`src/rtl/tree_ni_pkg.sv`:
```
// Shared definitions for the tree-leaf network interface:
// packet field offsets and the inject/eject handshake states.
package tree_ni_pkg;

    localparam int DEST_MSB  = 13;
    localparam int DEST_LSB  = 11;
    localparam int SRC_MSB   = 10;
    localparam int SRC_LSB   = 8;
    localparam int PAYLOAD_W = 8;

    typedef enum logic [1:0] {
        T_IDLE,
        T_REQ,
        T_REL
    } tx_state_t;

    typedef enum logic {
        R_IDLE,
        R_ACK
    } rx_state_t;

endpackage

```
`src/rtl/ni_sync_fifo.sv`:
```
// Single-clock FIFO with an extra pointer bit to tell full from empty.
// Push while full and pop while empty are ignored.
module ni_sync_fifo #(
    parameter int WIDTH = 8,
    parameter int DEPTH = 4
) (
    input  logic             clk,
    input  logic             rst_n,
    input  logic             push_i,
    input  logic [WIDTH-1:0] data_i,
    input  logic             pop_i,
    output logic [WIDTH-1:0] head_o,
    output logic             full_o,
    output logic             empty_o
);

    localparam int AW = $clog2(DEPTH);

    logic [WIDTH-1:0] mem_q [DEPTH];
    logic [AW:0]      wr_q;
    logic [AW:0]      rd_q;
    logic             do_push;
    logic             do_pop;

    assign empty_o = (wr_q == rd_q);
    assign full_o  = (wr_q[AW] != rd_q[AW]) &&
                     (wr_q[AW-1:0] == rd_q[AW-1:0]);
    assign do_push = push_i && !full_o;
    assign do_pop  = pop_i && !empty_o;
    assign head_o  = mem_q[rd_q[AW-1:0]];

    always_ff @(posedge clk) begin
        if (do_push) begin
            mem_q[wr_q[AW-1:0]] <= data_i;
        end
    end

    always_ff @(posedge clk) begin
        if (!rst_n) begin
            wr_q <= '0;
            rd_q <= '0;
        end else begin
            if (do_push) wr_q <= wr_q + (AW+1)'(1);
            if (do_pop)  rd_q <= rd_q + (AW+1)'(1);
        end
    end

endmodule

```
`src/rtl/tree_leaf_ni.sv`:
```
// Leaf network interface: PE valid/ready on one side, 4-phase
// bundled-data channels into and out of the tree on the other.
import tree_ni_pkg::*;

module tree_leaf_ni #(
    parameter int                    WIDTH_packet = 14,
    parameter int                    WIDTH_dest   = 3,
    parameter int                    WIDTH_addr   = 3,
    parameter logic [WIDTH_addr-1:0] ADDR         = 3'b000,
    parameter int                    FIFO_DEPTH   = 4
) (
    input  logic                    clk,
    input  logic                    rst_n,
    input  logic                    pe_tx_valid,
    output logic                    pe_tx_ready,
    input  logic [WIDTH_dest-1:0]   pe_tx_dest,
    input  logic [PAYLOAD_W-1:0]    pe_tx_payload,
    output logic                    pe_rx_valid,
    input  logic                    pe_rx_ready,
    output logic [WIDTH_addr-1:0]   pe_rx_src,
    output logic [PAYLOAD_W-1:0]    pe_rx_payload,
    output logic                    net_out_req,
    input  logic                    net_out_ack,
    output logic [WIDTH_packet-1:0] net_out_data,
    input  logic                    net_in_req,
    output logic                    net_in_ack,
    input  logic [WIDTH_packet-1:0] net_in_data,
    output logic [15:0]             tx_count,
    output logic [15:0]             rx_count,
    output logic                    err_misroute
);

    localparam int RXW = WIDTH_addr + PAYLOAD_W;

    logic                    ack_s1_q, ack_sync_q;
    logic                    req_s1_q, req_sync_q;
    logic                    live_q;
    tx_state_t               tx_state_q;
    rx_state_t               rx_state_q;
    logic                    out_req_q;
    logic [WIDTH_packet-1:0] out_data_q;
    logic                    in_ack_q;
    logic [15:0]             tx_cnt_q, rx_cnt_q;
    logic                    err_q;

    logic                    tx_full, tx_empty, tx_push, tx_pop;
    logic [WIDTH_packet-1:0] tx_head;
    logic                    rx_full, rx_empty, rx_push, rx_pop;
    logic                    rx_hit, dest_ok;
    logic [RXW-1:0]          rx_head;

    // Incoming handshake wires are asynchronous to clk.
    always_ff @(posedge clk) begin
        if (!rst_n) begin
            ack_s1_q   <= 1'b0;
            ack_sync_q <= 1'b0;
            req_s1_q   <= 1'b0;
            req_sync_q <= 1'b0;
            live_q     <= 1'b0;
        end else begin
            ack_s1_q   <= net_out_ack;
            ack_sync_q <= ack_s1_q;
            req_s1_q   <= net_in_req;
            req_sync_q <= req_s1_q;
            live_q     <= 1'b1;
        end
    end

    assign pe_tx_ready = live_q && !tx_full;
    assign tx_push     = pe_tx_valid && pe_tx_ready;
    assign tx_pop      = (tx_state_q == T_REL) && !ack_sync_q;

    ni_sync_fifo #(.WIDTH(WIDTH_packet), .DEPTH(FIFO_DEPTH)) u_tx_fifo (
        .clk    (clk),
        .rst_n  (rst_n),
        .push_i (tx_push),
        .data_i ({pe_tx_dest, ADDR, pe_tx_payload}),
        .pop_i  (tx_pop),
        .head_o (tx_head),
        .full_o (tx_full),
        .empty_o(tx_empty)
    );

    always_ff @(posedge clk) begin
        if (!rst_n) begin
            tx_state_q <= T_IDLE;
            out_req_q  <= 1'b0;
            out_data_q <= '0;
            tx_cnt_q   <= '0;
        end else begin
            unique case (tx_state_q)
                T_IDLE: if (!tx_empty) begin
                    out_data_q <= tx_head;
                    out_req_q  <= 1'b1;
                    tx_state_q <= T_REQ;
                end
                T_REQ: if (ack_sync_q) begin
                    out_req_q  <= 1'b0;
                    tx_state_q <= T_REL;
                end
                T_REL: if (!ack_sync_q) begin
                    tx_cnt_q   <= tx_cnt_q + 16'd1;
                    tx_state_q <= T_IDLE;
                end
                default: tx_state_q <= T_IDLE;
            endcase
        end
    end

    assign dest_ok = (net_in_data[DEST_MSB:DEST_LSB] == ADDR);
    assign rx_hit  = (rx_state_q == R_IDLE) && req_sync_q && !rx_full;
    assign rx_push = rx_hit && dest_ok;
    assign rx_pop  = pe_rx_valid && pe_rx_ready;

    ni_sync_fifo #(.WIDTH(RXW), .DEPTH(FIFO_DEPTH)) u_rx_fifo (
        .clk    (clk),
        .rst_n  (rst_n),
        .push_i (rx_push),
        .data_i (net_in_data[SRC_MSB:0]),
        .pop_i  (rx_pop),
        .head_o (rx_head),
        .full_o (rx_full),
        .empty_o(rx_empty)
    );

    // Misrouted packets are still acked so the tree never stalls on them.
    always_ff @(posedge clk) begin
        if (!rst_n) begin
            rx_state_q <= R_IDLE;
            in_ack_q   <= 1'b0;
            rx_cnt_q   <= '0;
            err_q      <= 1'b0;
        end else begin
            unique case (rx_state_q)
                R_IDLE: if (rx_hit) begin
                    in_ack_q   <= 1'b1;
                    rx_state_q <= R_ACK;
                    if (dest_ok) rx_cnt_q <= rx_cnt_q + 16'd1;
                    else         err_q    <= 1'b1;
                end
                R_ACK: if (!req_sync_q) begin
                    in_ack_q   <= 1'b0;
                    rx_state_q <= R_IDLE;
                end
                default: rx_state_q <= R_IDLE;
            endcase
        end
    end

    assign pe_rx_valid   = !rx_empty;
    assign pe_rx_src     = rx_head[SRC_MSB:SRC_LSB];
    assign pe_rx_payload = rx_head[PAYLOAD_W-1:0];
    assign net_out_req   = out_req_q;
    assign net_out_data  = out_data_q;
    assign net_in_ack    = in_ack_q;
    assign tx_count      = tx_cnt_q;
    assign rx_count      = rx_cnt_q;
    assign err_misroute  = err_q;

endmodule

```
`config.mk`:
```
export PLATFORM = sky130hd
export DESIGN_NAME = tree_leaf_ni
export DESIGN_NICKNAME = d
export VERILOG_FILES = /design/src/rtl/tree_ni_pkg.sv /design/src/rtl/ni_sync_fifo.sv /design/src/rtl/tree_leaf_ni.sv
export SDC_FILE = /design/constraint.sdc
export NUM_CORES = 1
export LEC_CHECK = 0
export ABC_AREA = 1
export CAP_MARGIN = 20
export CORE_AREA = 2 2 114 116
export DETAILED_ROUTE_END_ITERATION = 7
export DIE_AREA = 0 0 116 118
export PLACE_DENSITY = 0.79
export SLEW_MARGIN = 20
export SYNTH_ARGS = -nofsm -noshare
export SYNTH_HDL_FRONTEND = slang
export SYNTH_SLANG_ARGS = --single-unit
```
`constraint.sdc`:
```
create_clock -name clk -period 2.6 [get_ports clk]
set_input_delay 0.52 -clock clk [delete_from_list [all_inputs] [get_ports clk]]
set_output_delay 0.52 -clock clk [all_outputs]
set_load 0.1 [all_outputs]
```
; ---- Word level (Yosys, flattened, before mapping)
; Memories as Yosys holds them, arrays and structs flattened. A register that Yosys moved wholly into a read port is not among the register bits.
; Cells that the tools add are included.
; Widths: inputs -> output; s select.
[op_classes]
n_mux = 20
n_bitwise = 4
add_sub_neg = 6
n_reduce_logical = 29
eq_ne = 13
[op_table]
columns = operator, n
row1 = $add 16x1->16 const B, 2
row2 = $logic_and 1x1->1, 13
row3 = $add 3x1->3 const B, 4
row4 = $reduce_and 3->1, 4
row5 = $mux 1, 11
row6 = $mux 2, 5
row7 = $ne 2x2->1 const B, 5
row8 = $eq 3x3->1, 2
row9 = $logic_not 1->1, 6
row10 = $pmux 1 s2, 3
row11 = $pmux 2 s3, 1
row12 = $reduce_and 2->1, 3
row13 = $eq 2x2->1, 2
row14 = $not 1->1, 4
row15 = $logic_not 3->1, 1
row16 = $eq 2x1->1 const B, 1
row17 = $eq 2x2->1 const B, 1
row18 = $logic_not 2->1, 1
row19 = $ne 1x1->1, 2
row20 = $reduce_bool 2->1, 1
[totals]
mem_count = 2
ram_bits = 88
elab_cells = 91
register_bits = 69
inputBits = 31
output_inout_bits = 62
[mem_list]
columns = name, depth, width, rd, rd_ports_with_merged_regs, write_ports, line
row1 = u_rx_fifo.mem_q, 4, 11, 1, 1, 1, ni_sync_fifo.sv:19  ; logic [WIDTH-1:0] mem_q [DEPTH];
row2 = u_tx_fifo.mem_q, 4, 11, 1, 1, 1, ni_sync_fifo.sv:19

; ---- Logic depth before layout (Yosys ltp)
; Gate-level depths: netlist of the first run.
[logic_depth]
depth_word = 8
depth_mapped = 9
ltp_nobuf = 8

; ---- Modules after synthesis
; A second synthesis of the first run with hierarchy kept.
[unflattened]
hier_cells = 746
area_unflattened_um2 = 7178.1
[by_module_without_submodules]
columns = module, cells_per_inst, area_each_um2, seq_area_each_um2, instances
row1 = ni_sync_fifo (u_tx_fifo), 209, 2565.0, 1841.8, 1
row2 = tree_leaf_ni, 356, 2483.6, 1141.1, 1
row3 = ni_sync_fifo (u_rx_fifo), 181, 2129.5, 1481.4, 1

; ---- Least setup slack after synthesis of the first run
; OpenSTA, ideal clock, no wires.
[synth_path]
path_type = reg2out
start = reg (tool-made name)
end = out pe_rx_payload[1]
arrival_time_ns = 2.202
slack_ns = -0.122
n_path_buf = 1
t_required_ns = 2.080
path_stages_with_launch = 5
path_cell_list = dfxtp_1 inv_1 clkbuf_1 o21ai_0 o22ai_1
[synth_rtl]
columns = element, line
row1 = to (decl), tree_leaf_ni.sv:21  ; output logic [PAYLOAD_W-1:0] pe_rx_payload,

==> results of run 1 <==
layout make-up:
cell class,count,area [sq um],share of cell area (%)
Clock buffer,21,440,5.24
Clock inverter,11,96.3,1.15
Inverter,60,228,2.71
Multi-Input combinational cell,477,2410,28.7
Sequential cell,156,4000,47.6
Tap cell,172,215,2.56
Timing Repair Buffer,105,1010,12.1
worst max path at each step:
stage | cells past startpoint | to | slack (ns)
after floorplan | 7 | rx_count[8]$_SDFFE_PN0P_ | 0.41
after global placement | 7 | u_rx_fifo.wr_q[2]$_SDFFE_PN0P_ | 0.51
after detailed placement | 7 | rx_count[7]$_SDFFE_PN0P_ | 0.48
after CTS | 4 | pe_rx_payload[3] | 0.23
after global routing | 4 | pe_rx_payload[3] | 0.11
final | 4 | pe_rx_payload[3] | 0.25
per-layer routing:
metal | vias to the layer above | global-route usage (%)
met5 | - | 0
met4 | 0 | 8.71
met3 | 18 | 5.30
met2 | 168 | 35.8
met1 | 2471 | 26.2
li1 | 2579 | -
critical path: cells and delay by family, from the launching register on:
kind / cells / cell delay, ns
flip-flops: 1 / 0.32
buffers and inverters: 2 / 0.65
AO/OA/AOI/OAI: 2 / 0.44
cells in the mapped netlist (all sizes together):
cell | number | area share, %
inv | 60 | 3.4
a31oi | 1 | 0.093
a21oi | 36 | 2.7
buf | 12 | 1.3
clkbuf | 16 | 0.93
o21a | 1 | 0.11
xnor2 | 5 | 0.76
nand2 | 143 | 8.1
edfxtp | 88 | 39
o21ai | 55 | 4.1
nand3b | 13 | 1.6
ha | 12 | 2.2
nor2 | 141 | 8.1
nand3 | 25 | 2.5
nor3 | 6 | 0.60
xor2 | 11 | 1.4
dfxtp | 68 | 20
nor3b | 1 | 0.11
a21o | 1 | 0.11
nand4 | 11 | 1.0
o22ai | 11 | 1.0
a211oi | 1 | 0.11
conb | 1 | 0.056
through the flow:
stage | total power, mW | utilization [%] | cell area [sq um] | hold WS [ns]
finish | 5.99 | 67.7 | 8410 | 0.411
global route | 6.18 | 67.7 | 8410 | 0.434
CTS | 6.03 | 67.7 | 8410 | 0.414
detailed placement | 3.81 | 63.4 | 7870 | 0.399
global placement | 3.79 | 63.4 | 7870 | 0.395
floorplan | 3.49 | - | 6790 | 0.390
sequential cells by signal, summed over array words and instances (netlist names), 2 cells and up, named ones only:
signal and flops:
u_tx_fifo.mem_q 44, u_rx_fifo.rd_q 3, u_rx_fifo.mem_q 44, u_rx_fifo.wr_q 3, u_tx_fifo.wr_q 3, rx_count 16, net_out_data 11, tx_count 16
tx_state_q 2, u_tx_fifo.rd_q 3
power by group:
group	leakage [nW]	internal, mW	switching [mW]
clock network	0.261	1.31	0.925
registers	1.35	2.67	0.0402
logic	1.67	0.299	0.751
cells by family (layout without fill, tap and decap cells):
group / count (synthesis) / count (layout) / share of synthesized area (%)
compound gates: 106 / 106 / 8.23
fa+ha+maj: 12 / 12 / 2.24
simple gates: 340 / 340 / 22.0
other cells: 1 / 3 / 0.0558
flops: 156 / 156 / 59.6
xor+xnor: 16 / 16 / 2.20
buf+inv: 88 / 197 / 5.66
==> flow_summary.ini, run 1 <==
[drt]
wl_met1_mm = 6.00
vias_per_cell = 5.23
route.antenna.remaining_nets = 0
wl_mm = 14.3
dr_wl_met3_um = 729
drt_pass1_iterations = 4
drc = 0
via_count = 5236
drt_iter0_markers = 435
wire_per_inst_um = 14.3
wl_met2_mm = 7.41
highest_layer = met4

[place]
dpl.cell_count = 970
pre_cts_ws_ns = 0.482
gp_congestion = 0.829
io_buffers = 89
dp_hpwl_mm = 9.89

[sta]
slew-limit-headroom_pct = 59.3
setup_slack_ns = 0.250
setup_violations = 0
max_freq_mhz = 426
finClkSkew_ns = 0.00724
finalHoldViolations = 0
final_max_slew_viol_count = 0
tns_ns = 0
tightest_slew_ns = 0.609
rsz0062_at_grt = no
min_period_ns = 2.35
period_share_pct = 90.4

[worst_hold_path]
min_from = req_s1_q$_SDFF_PN0_
hold_depth = 2
hold_path.class = register to register
hold_end = req_sync_q$_SDFF_PN0_

[clock_network]
cts_resized = 0
clk_path_buf_depth = 2
htreeDepth = 4
cts_hold_buf = 0
numClockSinks = 156
clk-insertion-delay-late_ns = 0.42
cts_buffers = 17
post_cts_buffers = 0
clkSlewWorstSetupHoldPaths_ns = 0.06
cts_root_buf = clkbuf_16
cts_tree = built

[cells_and_area]
layout.nets = 860
area_growth_pct = 25.1
final_common_cell = nand2_1
drive_above_1_share_pct = 15.7
final_cell_count_no_fill = 1002
antenna_cells = 0
nFillCells = 966
layout_common_cells = 141 x nand2_1, 139 x nor2_1, 88 x edfxtp_1

[setup_path]
reg2reg_depth = 7
cp.required_ns = 2.08
cp_slowest_stage_delay_ns = 0.45
path_cells = inv_1 > o21ai_0 > o22ai_2 > buf_12
cp_max_fo = 22
cp_slowest_cell = inv_1
critPathArrivalTime_ns = 1.83
r2r-end = net_out_data[1]$_SDFFE_PN0P_
r2r_start = u_tx_fifo.rd_q[0]$_SDFFE_PN0P_
crit_type = register to output pin
end_kind = output pin
critPathLaunchType = register
r2r_slack_ns = 0.83

[global_routing]
antenna_found_initial = 0
grt_first_pass_wirelength_mm = 22.9
grt_util_all_layers_pct = 21.4
grt_overflow = 0
grt_max_degree = 34
grt_pass1_vias = 4913

[pwr]
power.density_nw_per_um2 = 713
irDropWorstVdd_mv = 0.707
p_leak_nw = 3.28

[floorplanning]
floorplan.initialDensity_pct = 54.1
die_x_um = 116
std_cell_rows = 41
die_h_um = 118
fp.coreArea_sq_um = 12400
io_pins = 93
fp.dieArea_sq_um = 13700

[logic_synthesis]
synth_cell_types = 36
syn_area_per_cell_sq_um = 9.34
yosysSeqAreaShare_pct = 59.6
synth_warnings = 0
synth_area_sq_um = 6720
postSynthCellCount = 719
ys_ff_latch = 156

[job]
drv_cap = 0

[status]
status = finished, final reports clean
(Power assumes the default switching activity.)
==> run 2: changes to the inputs <==
--- a/constraint.sdc
+++ b/constraint.sdc
@@ -3,2 +3,2 @@
 set_output_delay 0.52 -clock clk [all_outputs]
-set_load 0.1 [all_outputs]
+set_load 0.05 [all_outputs]
==> flow_summary.ini, run 2 (synthesis gave the netlist of run 1 again) <==
[setup_path]
crit_buf_inv = 2
critPathLaunchType = register
cp.required_ns = 2.08
crit_type = register to output pin
path_cells = inv_1 > o21ai_0 > o22ai_1 > buf_4
cp_slowest_cell = inv_1
cp_slowest_stage_delay_ns = 0.43
end_kind = output pin
critPathArrivalTime_ns = 1.78
critPathTopFamily = buffers and inverters
cp_max_fo = 22

[place]
gp_congestion = 0.863
io_buffers = 89
dp_hpwl_mm = 9.78

[worst_hold_path]
hold_path.class = register to register

[cells_and_area]
layout_common_cells = 141 x nand2_1, 139 x nor2_1, 88 x edfxtp_1
layout.nets = 859
nFillCells = 985
final_common_cell = nand2_1
drive_above_1_share_pct = 8.56
area_growth_pct = 24.1
antenna_cells = 0

[global_routing]
grt_util_all_layers_pct = 22.1
antenna_found_initial = 0
grt_pass1_vias = 5092
grt_first_pass_wirelength_mm = 23.7
grt_max_degree = 33
grt_overflow = 0

[sta]
finalHoldViolations = 0
slew-limit-headroom_pct = 61.1
whs_ns = 0.417
min_period_ns = 2.30
final_max_slew_viol_count = 0
tightest_slew_ns = 0.583
max_freq_mhz = 434
tns_ns = 0
rsz0062_at_grt = no
finClkSkew_ns = 0.00670
period_share_pct = 88.6
setup_violations = 0

[drt]
wl_mm = 14.3
via_count = 5171
route.antenna.remaining_nets = 0
vias_per_cell = 5.17
drc = 0
wire_per_inst_um = 14.3
drt_pass1_iterations = 5
drt_iter0_markers = 407

[status]
status = finished, final reports clean

[pwr]
p_int_mw = 4.26
comb_power_share_pct = 12.2
p_sw_mw = 1.45
irDropWorstVdd_mv = 0.434
seqPwrFrac_pct = 47.4
p_sw_share_pct = 25.4
p_clk_share_pct = 40.4
power.density_nw_per_um2 = 685
p_leak_nw = 3.13

[clock_network]
clk-insertion-delay-late_ns = 0.42
htreeDepth = 4
cts_hold_buf = 0
cts_buffers = 17
numClockSinks = 156
clkSlewWorstSetupHoldPaths_ns = 0.06
cts_tree = built
clk_path_buf_depth = 2
cts_root_buf = clkbuf_16

[floorplanning]
io_pins = 93
die_x_um = 116
die_h_um = 118
fp.coreArea_sq_um = 12400
std_cell_rows = 41
floorplan.initialDensity_pct = 54.1
fp.dieArea_sq_um = 13700

[job]
drv_cap = 0
-- run 2: power by group through the flow --
| stage | clock network, mW | logic [mW] | registers (mW) |
|---|---|---|---|
| 2_1_floorplan | 0 | 0.371 | 2.85 |
| 3_3_place_gp | 0 | 0.683 | 2.75 |
| 3_5_place_dp | 0 | 0.699 | 2.76 |
| 4_1_cts | 2.35 | 0.701 | 2.70 |
| 5_1_grt | 2.47 | 0.747 | 2.71 |
| 6_report | 2.31 | 0.697 | 2.70 |
-- run 2: metrics by stage --
step	instance area, sq um	cells	power, mW	utilization, %	worst slack, ns
global route	8330	1001	5.93	67.1	0.166
detailed placement	7770	969	3.46	62.6	0.461
global placement	7770	969	3.44	62.6	0.530
floorplan	6720	721	3.22	-	0.564
CTS	8330	1001	5.76	67.1	0.00789
finish	8330	1001	5.71	67.1	0.296
-- run 2: final cells by class --
type	count	area [sq um]	area share, %
Clock buffer	22	464	5.57
Clock inverter	10	93.8	1.13
Inverter	60	228	2.73
Multi-Input combinational cell	477	2340	28.1
Sequential cell	156	4000	48.0
Tap cell	172	215	2.58
Timing Repair Buffer	104	988	11.9
-- run 2: layer usage --
metal	vias up	routed length, um	track usage [%]
met4	0	176	9.52
met2	159	7340	37.4
met1	2419	6080	27.1
li1	2575	-	-
met3	18	735	4.58
met5	-	0	0
-- run 2: worst min-delay path, cell delays in order (launching register included) --
cell	delay, ns
dfxtp_1	0.30
nand2_1	0.05
inv_1	0.04
-- run 2: worst paths after layout --
| path | startpoint | endpoint | slack [ns] | cells after the start |
|---|---|---|---|---|
| worst min register to register | req_s1_q$_SDFF_PN0_ | req_sync_q$_SDFF_PN0_ | 0.42 | 2 |
| worst max-delay path | register | pe_rx_payload[4] | 0.30 | 4 |
| worst min-delay path | req_s1_q$_SDFF_PN0_ | req_sync_q$_SDFF_PN0_ | 0.42 | 2 |
| worst max register to register | u_tx_fifo.rd_q[0]$_SDFFE_PN0P_ | net_out_data[3]$_SDFFE_PN0P_ | 0.84 | 7 |
-- run 2: what timing repair did --
action | CTS | global route
gates resized for setup | 0 | 1
setup buffers | 0 | 0
endpoints found under the setup margin | 0 | 1
